<file path="src/rtl/fir_tdm_ctrl_pkg.sv">
// rtl/fir_tdm_ctrl_pkg.sv - shared state encoding and constants for the TDM FIR controller
package fir_pkg;

  localparam logic [1:0] S_IDLE = 2'd0;
  localparam logic [1:0] S_MAC  = 2'd1;
  localparam logic [1:0] S_OUT  = 2'd2;

  function automatic int tap_w(input int ntaps);
    return (ntaps > 1) ? $clog2(ntaps) : 1;
  endfunction

  function automatic int default_coef(input int idx);
    case (idx)
      0:       return -2;
      1:       return -1;
      2:       return 3;
      3:       return 4;
      default: return 0;
    endcase
  endfunction

endpackage

</file>
<file path="src/rtl/fir_tdm_ctrl_if.sv">
// rtl/fir_tdm_ctrl_if.sv - sample, result and coefficient-config signals of the FIR controller
interface fir_tdm_ctrl_if
  import fir_pkg::*;
#(
  parameter int NTAPS = 4,
  parameter int DW    = 8,
  parameter int CW    = 8,
  parameter int OW    = 16,
  parameter int AW    = tap_w(NTAPS)
);

  logic                 in_valid;
  logic                 in_ready;
  logic signed [DW-1:0] xin;
  logic                 approx_en;
  logic                 out_valid;
  logic                 out_ready;
  logic signed [OW-1:0] yout;
  logic                 cfg_we;
  logic [AW-1:0]        cfg_addr;
  logic signed [CW-1:0] cfg_data;
  logic                 cfg_ready;

  modport master (
    output in_valid, xin, approx_en, out_ready, cfg_we, cfg_addr, cfg_data,
    input  in_ready, out_valid, yout, cfg_ready
  );

  modport slave (
    input  in_valid, xin, approx_en, out_ready, cfg_we, cfg_addr, cfg_data,
    output in_ready, out_valid, yout, cfg_ready
  );

endinterface

</file>
<file path="src/rtl/fir_tdm_ctrl_approx_add.sv">
// rtl/fir_tdm_ctrl_approx_add.sv - adder with optional low-bit approximation (no carry out of the low K bits)
module approx_add #(
  parameter int OW = 16,
  parameter int K  = 3
) (
  input  logic [OW-1:0] a,
  input  logic [OW-1:0] b,
  input  logic          en,
  output logic [OW-1:0] sum
);

  logic [OW-1:0] w_exact;
  assign w_exact = a + b;

  generate
    if (K > 0 && K < OW) begin : g_approx
      logic [OW-K-1:0] w_upper;
      logic [K-1:0]    w_lower;
      assign w_upper = a[OW-1:K] + b[OW-1:K];
      // Saturate the low field when bit K disagrees, instead of propagating a carry.
      assign w_lower = (a[K] ^ b[K]) ? {K{1'b1}} : (a[K-1:0] + b[K-1:0]);
      assign sum     = en ? {w_upper, w_lower} : w_exact;
    end else begin : g_exact
      logic w_unused_en;
      assign w_unused_en = en;
      assign sum         = w_exact;
    end
  endgenerate

endmodule

</file>
<file path="src/rtl/fir_tdm_ctrl.sv">
// rtl/fir_tdm_ctrl.sv - time-multiplexed FIR sequencer: delay line, runtime coefficients, one shared MAC
module fir_tdm_ctrl
  import fir_pkg::*;
#(
  parameter int NTAPS       = 4,
  parameter int DW          = 8,
  parameter int CW          = 8,
  parameter int OW          = 16,
  parameter int APPROX_BITS = 3
) (
  input logic           i_clk,
  input logic           i_rst_n,
  fir_tdm_ctrl_if.slave bus
);

  localparam int            AW       = tap_w(NTAPS);
  localparam int            PW       = DW + CW;
  localparam logic [AW-1:0] LAST_TAP = AW'(NTAPS - 1);

  logic [1:0]           r_state;
  logic signed [DW-1:0] r_x [NTAPS];
  logic signed [CW-1:0] r_h [NTAPS];
  logic signed [OW-1:0] r_acc;
  logic signed [OW-1:0] r_yout;
  logic [AW-1:0]        r_k;
  logic                 r_approx;
  logic                 r_out_valid;

  logic                 w_idle;
  logic                 w_accept;
  logic signed [PW-1:0] w_prod_full;
  logic signed [OW-1:0] w_prod;
  logic [OW-1:0]        w_sum;

  assign w_idle        = (r_state == S_IDLE);
  assign bus.in_ready  = i_rst_n & w_idle & ~bus.cfg_we;
  assign bus.cfg_ready = i_rst_n & w_idle;
  assign w_accept      = bus.in_valid & bus.in_ready;
  assign bus.out_valid = r_out_valid;
  assign bus.yout      = r_yout;

  assign w_prod_full = PW'(r_h[r_k]) * PW'(r_x[r_k]);
  assign w_prod      = OW'(w_prod_full);

  approx_add #(
    .OW (OW),
    .K  (APPROX_BITS)
  ) u_approx_add (
    .a   (r_acc),
    .b   (w_prod),
    .en  (r_approx),
    .sum (w_sum)
  );

  always_ff @(posedge i_clk or negedge i_rst_n) begin
    if (!i_rst_n) begin
      r_state     <= S_IDLE;
      r_acc       <= '0;
      r_yout      <= '0;
      r_k         <= '0;
      r_approx    <= 1'b0;
      r_out_valid <= 1'b0;
      for (int i = 0; i < NTAPS; i++) begin
        r_x[i] <= '0;
        r_h[i] <= CW'(default_coef(i));
      end
    end else begin
      case (r_state)
        S_IDLE: begin
          if (bus.cfg_we) begin
            r_h[bus.cfg_addr] <= bus.cfg_data;
          end else if (w_accept) begin
            r_x[0] <= bus.xin;
            for (int i = 1; i < NTAPS; i++) r_x[i] <= r_x[i-1];
            r_approx <= bus.approx_en;
            r_acc    <= '0;
            r_k      <= '0;
            r_state  <= S_MAC;
          end
        end
        S_MAC: begin
          // Only the last tap goes through the (possibly approximate) adder.
          if (r_k == LAST_TAP) begin
            r_yout      <= w_sum;
            r_out_valid <= 1'b1;
            r_state     <= S_OUT;
          end else begin
            r_acc <= r_acc + w_prod;
            r_k   <= r_k + AW'(1);
          end
        end
        S_OUT: begin
          if (bus.out_ready) begin
            r_out_valid <= 1'b0;
            r_state     <= S_IDLE;
          end
        end
        default: r_state <= S_IDLE;
      endcase
    end
  end

endmodule
</file>
<file path="src/flat_wrapper.sv">
// flat-port wrapper written by rule: the top's interface ports become plain ports
module fir_tdm_ctrl_flat import fir_pkg::*;
#(
  parameter int NTAPS       = 4,
  parameter int DW          = 8,
  parameter int CW          = 8,
  parameter int OW          = 16,
  parameter int APPROX_BITS = 3
)
  (i_clk, i_rst_n, bus_in_valid, bus_xin, bus_approx_en, bus_out_ready, bus_cfg_we, bus_cfg_addr, bus_cfg_data, bus_in_ready, bus_out_valid, bus_yout, bus_cfg_ready);
  fir_tdm_ctrl_if #(.NTAPS(NTAPS), .DW(DW), .CW(CW), .OW(OW)) bus_i ();
  input logic i_clk;
  input logic i_rst_n;
  input wire logic [$bits(bus_i.in_valid)-1:0] bus_in_valid;
  input wire logic [$bits(bus_i.xin)-1:0] bus_xin;
  input wire logic [$bits(bus_i.approx_en)-1:0] bus_approx_en;
  input wire logic [$bits(bus_i.out_ready)-1:0] bus_out_ready;
  input wire logic [$bits(bus_i.cfg_we)-1:0] bus_cfg_we;
  input wire logic [$bits(bus_i.cfg_addr)-1:0] bus_cfg_addr;
  input wire logic [$bits(bus_i.cfg_data)-1:0] bus_cfg_data;
  output wire logic [$bits(bus_i.in_ready)-1:0] bus_in_ready;
  output wire logic [$bits(bus_i.out_valid)-1:0] bus_out_valid;
  output wire logic [$bits(bus_i.yout)-1:0] bus_yout;
  output wire logic [$bits(bus_i.cfg_ready)-1:0] bus_cfg_ready;
  assign bus_i.in_valid = bus_in_valid;
  assign bus_i.xin = bus_xin;
  assign bus_i.approx_en = bus_approx_en;
  assign bus_i.out_ready = bus_out_ready;
  assign bus_i.cfg_we = bus_cfg_we;
  assign bus_i.cfg_addr = bus_cfg_addr;
  assign bus_i.cfg_data = bus_cfg_data;
  assign bus_in_ready = bus_i.in_ready;
  assign bus_out_valid = bus_i.out_valid;
  assign bus_yout = bus_i.yout;
  assign bus_cfg_ready = bus_i.cfg_ready;
  fir_tdm_ctrl #(.NTAPS(NTAPS), .DW(DW), .CW(CW), .OW(OW), .APPROX_BITS(APPROX_BITS)) u_core (.i_clk(i_clk), .i_rst_n(i_rst_n), .bus(bus_i));
endmodule
</file>
<file path="config.mk">
export PLATFORM = sky130hd
export DESIGN_NAME = fir_tdm_ctrl_flat
export DESIGN_NICKNAME = d
export VERILOG_FILES = /design/src/rtl/fir_tdm_ctrl_pkg.sv /design/src/rtl/fir_tdm_ctrl_if.sv /design/src/rtl/fir_tdm_ctrl_approx_add.sv /design/src/rtl/fir_tdm_ctrl.sv /design/src/flat_wrapper.sv
export SDC_FILE = /design/constraint.sdc
export NUM_CORES = 1
export LEC_CHECK = 0
export BUFFER_PORTS_ARGS = -buffer_cell sky130_fd_sc_hd__clkbuf_2
export CAP_MARGIN = 20
export CORE_MARGIN = 2
export CORE_UTILIZATION = 60
export CTS_CLUSTER_DIAMETER = 120
export DETAILED_ROUTE_END_ITERATION = 8
export PLACE_DENSITY_LB_ADDON = 0.12
export SETUP_SLACK_MARGIN = 0.3
export SYNTH_ARGS = -nofsm -noshare
export SYNTH_HDL_FRONTEND = slang
export SYNTH_SLANG_ARGS = --single-unit
</file>
<file path="constraint.sdc">
create_clock -name i_clk -period 10.5 [get_ports i_clk]
set_input_delay 0.525 -clock i_clk [delete_from_list [all_inputs] [get_ports i_clk]]
set_output_delay 0.525 -clock i_clk [all_outputs]
set_load 0.01 [all_outputs]
</file>
==> metrics.md <==
| Metric | Value |
|---|---|
| Post-CTS setup buffer count | 0 |
| Register area share after synthesis | 33.4% |
| HP Class | input pin to asynchronous set/reset pin |
| Detailed-route vias per instance | 5.53 |
| Die Footprint | 13800 um^2 |
| Count of endpoints failing setup in the final report | 0 |
| Synthesized area | 7710 um^2 |
| CTS tree | done |
| Status | finished, final reports clean |
| Antenna violations before repair | 0 |
| DRT Pass-1 Iters | 4 |
| Compound-Gate Fraction of Synth Area | 8.37% |
| WL/cell | 16.4 um |
| Highest clock rate | 145 MHz |
| Nets | 877 |
| Ant diodes | 0 |
| Area Growth Syn to Fin | 8.60% |
| Slew Viols, Final | 0 |
| DRC viols | 0 |
| Post-Synthesis Cells | 719 |
| Area of the multi-input gates | 4640 um^2 |
| Critical Path, Cell by Cell | buf_8, mux4_2, or2_2, fa_1, fa_1, inv_1, fa_1, inv_1, fa_1, inv_1, ha_1, o21ai_0, o21bai_1, a21oi_2, o21a_2, xnor2_1, ha_1, a21o_1, a21o_1, a21oi_1, o21ai_1, xnor2_1, o21ai_0 |
| Final critical-path required period | 6.89 ns |
| Adder-Cell Fraction of Synth Area | 22.3% |
| CP startpoint kind | flip-flop |
| Layout cells sized above 1 | 23.7% |
| H-tree levels | 3 |
| Root Driver | clkbuf_16 |
| Chip width | 117 um |
| FF+latch count, synth | 102 |
| CTS max path bufs | 2 |
| Reg clk slew, reported paths | 0.07 ns |
| Syn Nets | 846 |
| CP Data Required Time | 10.75 ns |
| Filler cells | 1014 |
| Worst EP arrival | 7.14 ns |
| Mux contribution to synthesized area | 14.3% |
| Io pins | 43 |
| DR vias | 5123 |
| Commonest cells after routing, fill and taps aside | inv_1, dfrtp_1, mux2_2 |
| Post-CTS sizing | 0 |
| Cell with the most instances on the worst path | fa_1 |
| Syn avg cell area | 10.7 um^2 |
| Post-Route Skew | 0.00973 ns |
| Worst slew pin tran | 1.03 ns |
| Total GRT Usage | 23.6% |
| Setup_tns | 0 ns |
| Critical path buffers and inverters | 4 |
| Initial Utilization | 61.4% |
| # clock sinks | 102 |
| Cts hold-fix bufs | 0 |
| Post-DRT Antenna Nets | 0 |
| First-pass GRT wire length | 26200 um |
| Later-pin clock latency in the skew report | 0.36 ns |
| Post-synthesis xor/xnor area fraction | 4.98% |
| Synth unique cells | 50 |
| Post-synth EDFFs | 0 |
| DIE HEIGHT | 117 um |
| Core area | 12600 um^2 |
| Placed Cells | 909 |
| Final Hold Fails | 0 |
| Post-Route WL | 15200 um |
| Crit-path max FO | 11 |
| Max_cap viols | 0 |
| CP max stage delay | 0.76 ns |
| Routability congestion estimate | 0.923 |
| Warnings from Yosys | 0 |
| Family with the most delay on the worst path | adder cells |
| RSZ-0062 raised after global routing | no |
| Vias in the first global route | 5377 |
| Commonest non-fill, non-tap cell in the layout | inv_1 |
| Tcrit/Tclk final | 65.6% |
| CP endpoint kind | flip-flop |
| Critical path class | flip-flop to flip-flop |
| Number of placement rows | 41 |
| Final Non-Filler Cells | 927 |
| CTS Buf Count | 9 |
| Synth async-reset ratio | 100% |
| Iter 0 DRT Violations | 232 |
| Slew margin rel. | 31.2% |
| Final global-route overflow total | 0 |
| Simple-gate area share of the yosys netlist | 10.3% |
| Largest net degree at the start of global routing | 87 |
| Reg area | 2570 um^2 |
| DPL Wire Length | 11600 um |
| Slowest stage cell, crit path | dfrtp_1 |
| Port buffer count | 42 |
| Post-synth top flop | dfrtp_1 |
| Main combinational cell family by area after synthesis | adder cells |
## cells in the mapped netlist, drive strengths merged (16+ instances only)
library cell / count / area, um^2
inv: 97 / 364
and2: 44 / 275
o21ai: 48 / 244
xor2: 16 / 140
fa: 57 / 1140
dfstp: 18 / 473
mux2: 66 / 743
xnor2: 27 / 244
a21oi: 33 / 188
nand3: 19 / 95.1
dfrtp: 84 / 2100
ha: 46 / 576
nand2: 55 / 206
## area by class of cell
type                            instances  share of cell area (%)
Clock buffer                            9                    2.69
Clock inverter                          7                   0.762
Inverter                               97                    4.35
Multi-Input combinational cell        493                    55.4
Sequential cell                       102                    30.7
Tap cell                              172                    2.57
Timing Repair Buffer                   47                    3.47
## worst paths after layout
kind,cells after the start,endpoint,slack [ns],from
min in group i_clk,2,u_core.r_x[31]$_DFFE_PN0P_,0.39,bus_xin[7]
setup / recovery,23,u_core.bus.yout[14]$_DFFE_PN0P_,3.61,u_core.r_k[0]$_DFFE_PN0P_
setup reg to reg,23,u_core.bus.yout[14]$_DFFE_PN0P_,3.61,u_core.r_k[0]$_DFFE_PN0P_
hold reg to reg,1,u_core.bus.yout[1]$_DFFE_PN0P_,0.48,u_core.bus.yout[1]$_DFFE_PN0P_
max in group asynchronous,3,u_core.r_h[28]$_DFFE_PN1P_,9.47,i_rst_n
hold / removal,1,u_core.r_acc[14]$_DFFE_PN0P_,0.03,i_rst_n
## logic make-up (layout without fill, tap and decap cells)
| kind of cell | after synthesis | in the layout |
|---|---|---|
| AO/OA/AOI/OAI | 109 | 109 |
| XOR/XNOR | 43 | 43 |
| adder cells (fa/ha/maj) | 103 | 103 |
| buffers and inverters | 124 | 160 |
| flip-flops | 102 | 102 |
| multiplexers | 83 | 83 |
| AND/OR/NAND/NOR | 155 | 155 |
## stage by stage
step	hold slack [ns]	area, um^2	util, %	worst slack [ns]
2_1_floorplan	0.229	7710	-	4.35
3_3_place_gp	0.412	8020	63.8	3.54
5_1_grt	0.0488	8380	66.6	3.23
6_report	0.0336	8380	66.6	3.61
3_5_place_dp	0.417	8040	64.0	3.38
4_1_cts	0.0334	8330	66.3	3.35
## sequential cells by signal, indices dropped and copies added (netlist names)
signal	cells
u_core.r_h	32
u_core.r_x	32
u_core.bus.yout	16
u_core.r_acc	16
u_core.r_k	2
u_core.r_state	2
u_core.bus.out_valid	1
u_core.r_approx	1
## metal layers
layer,wire length (um),global-route usage (%)
met2,7660,39.9
met1,6770,30.7
met4,318,8.81
met3,413,3.94
met5,0,0
Power is not shown: default switching activity piles up to over one toggle a cycle in this logic, so the estimate is an artifact.
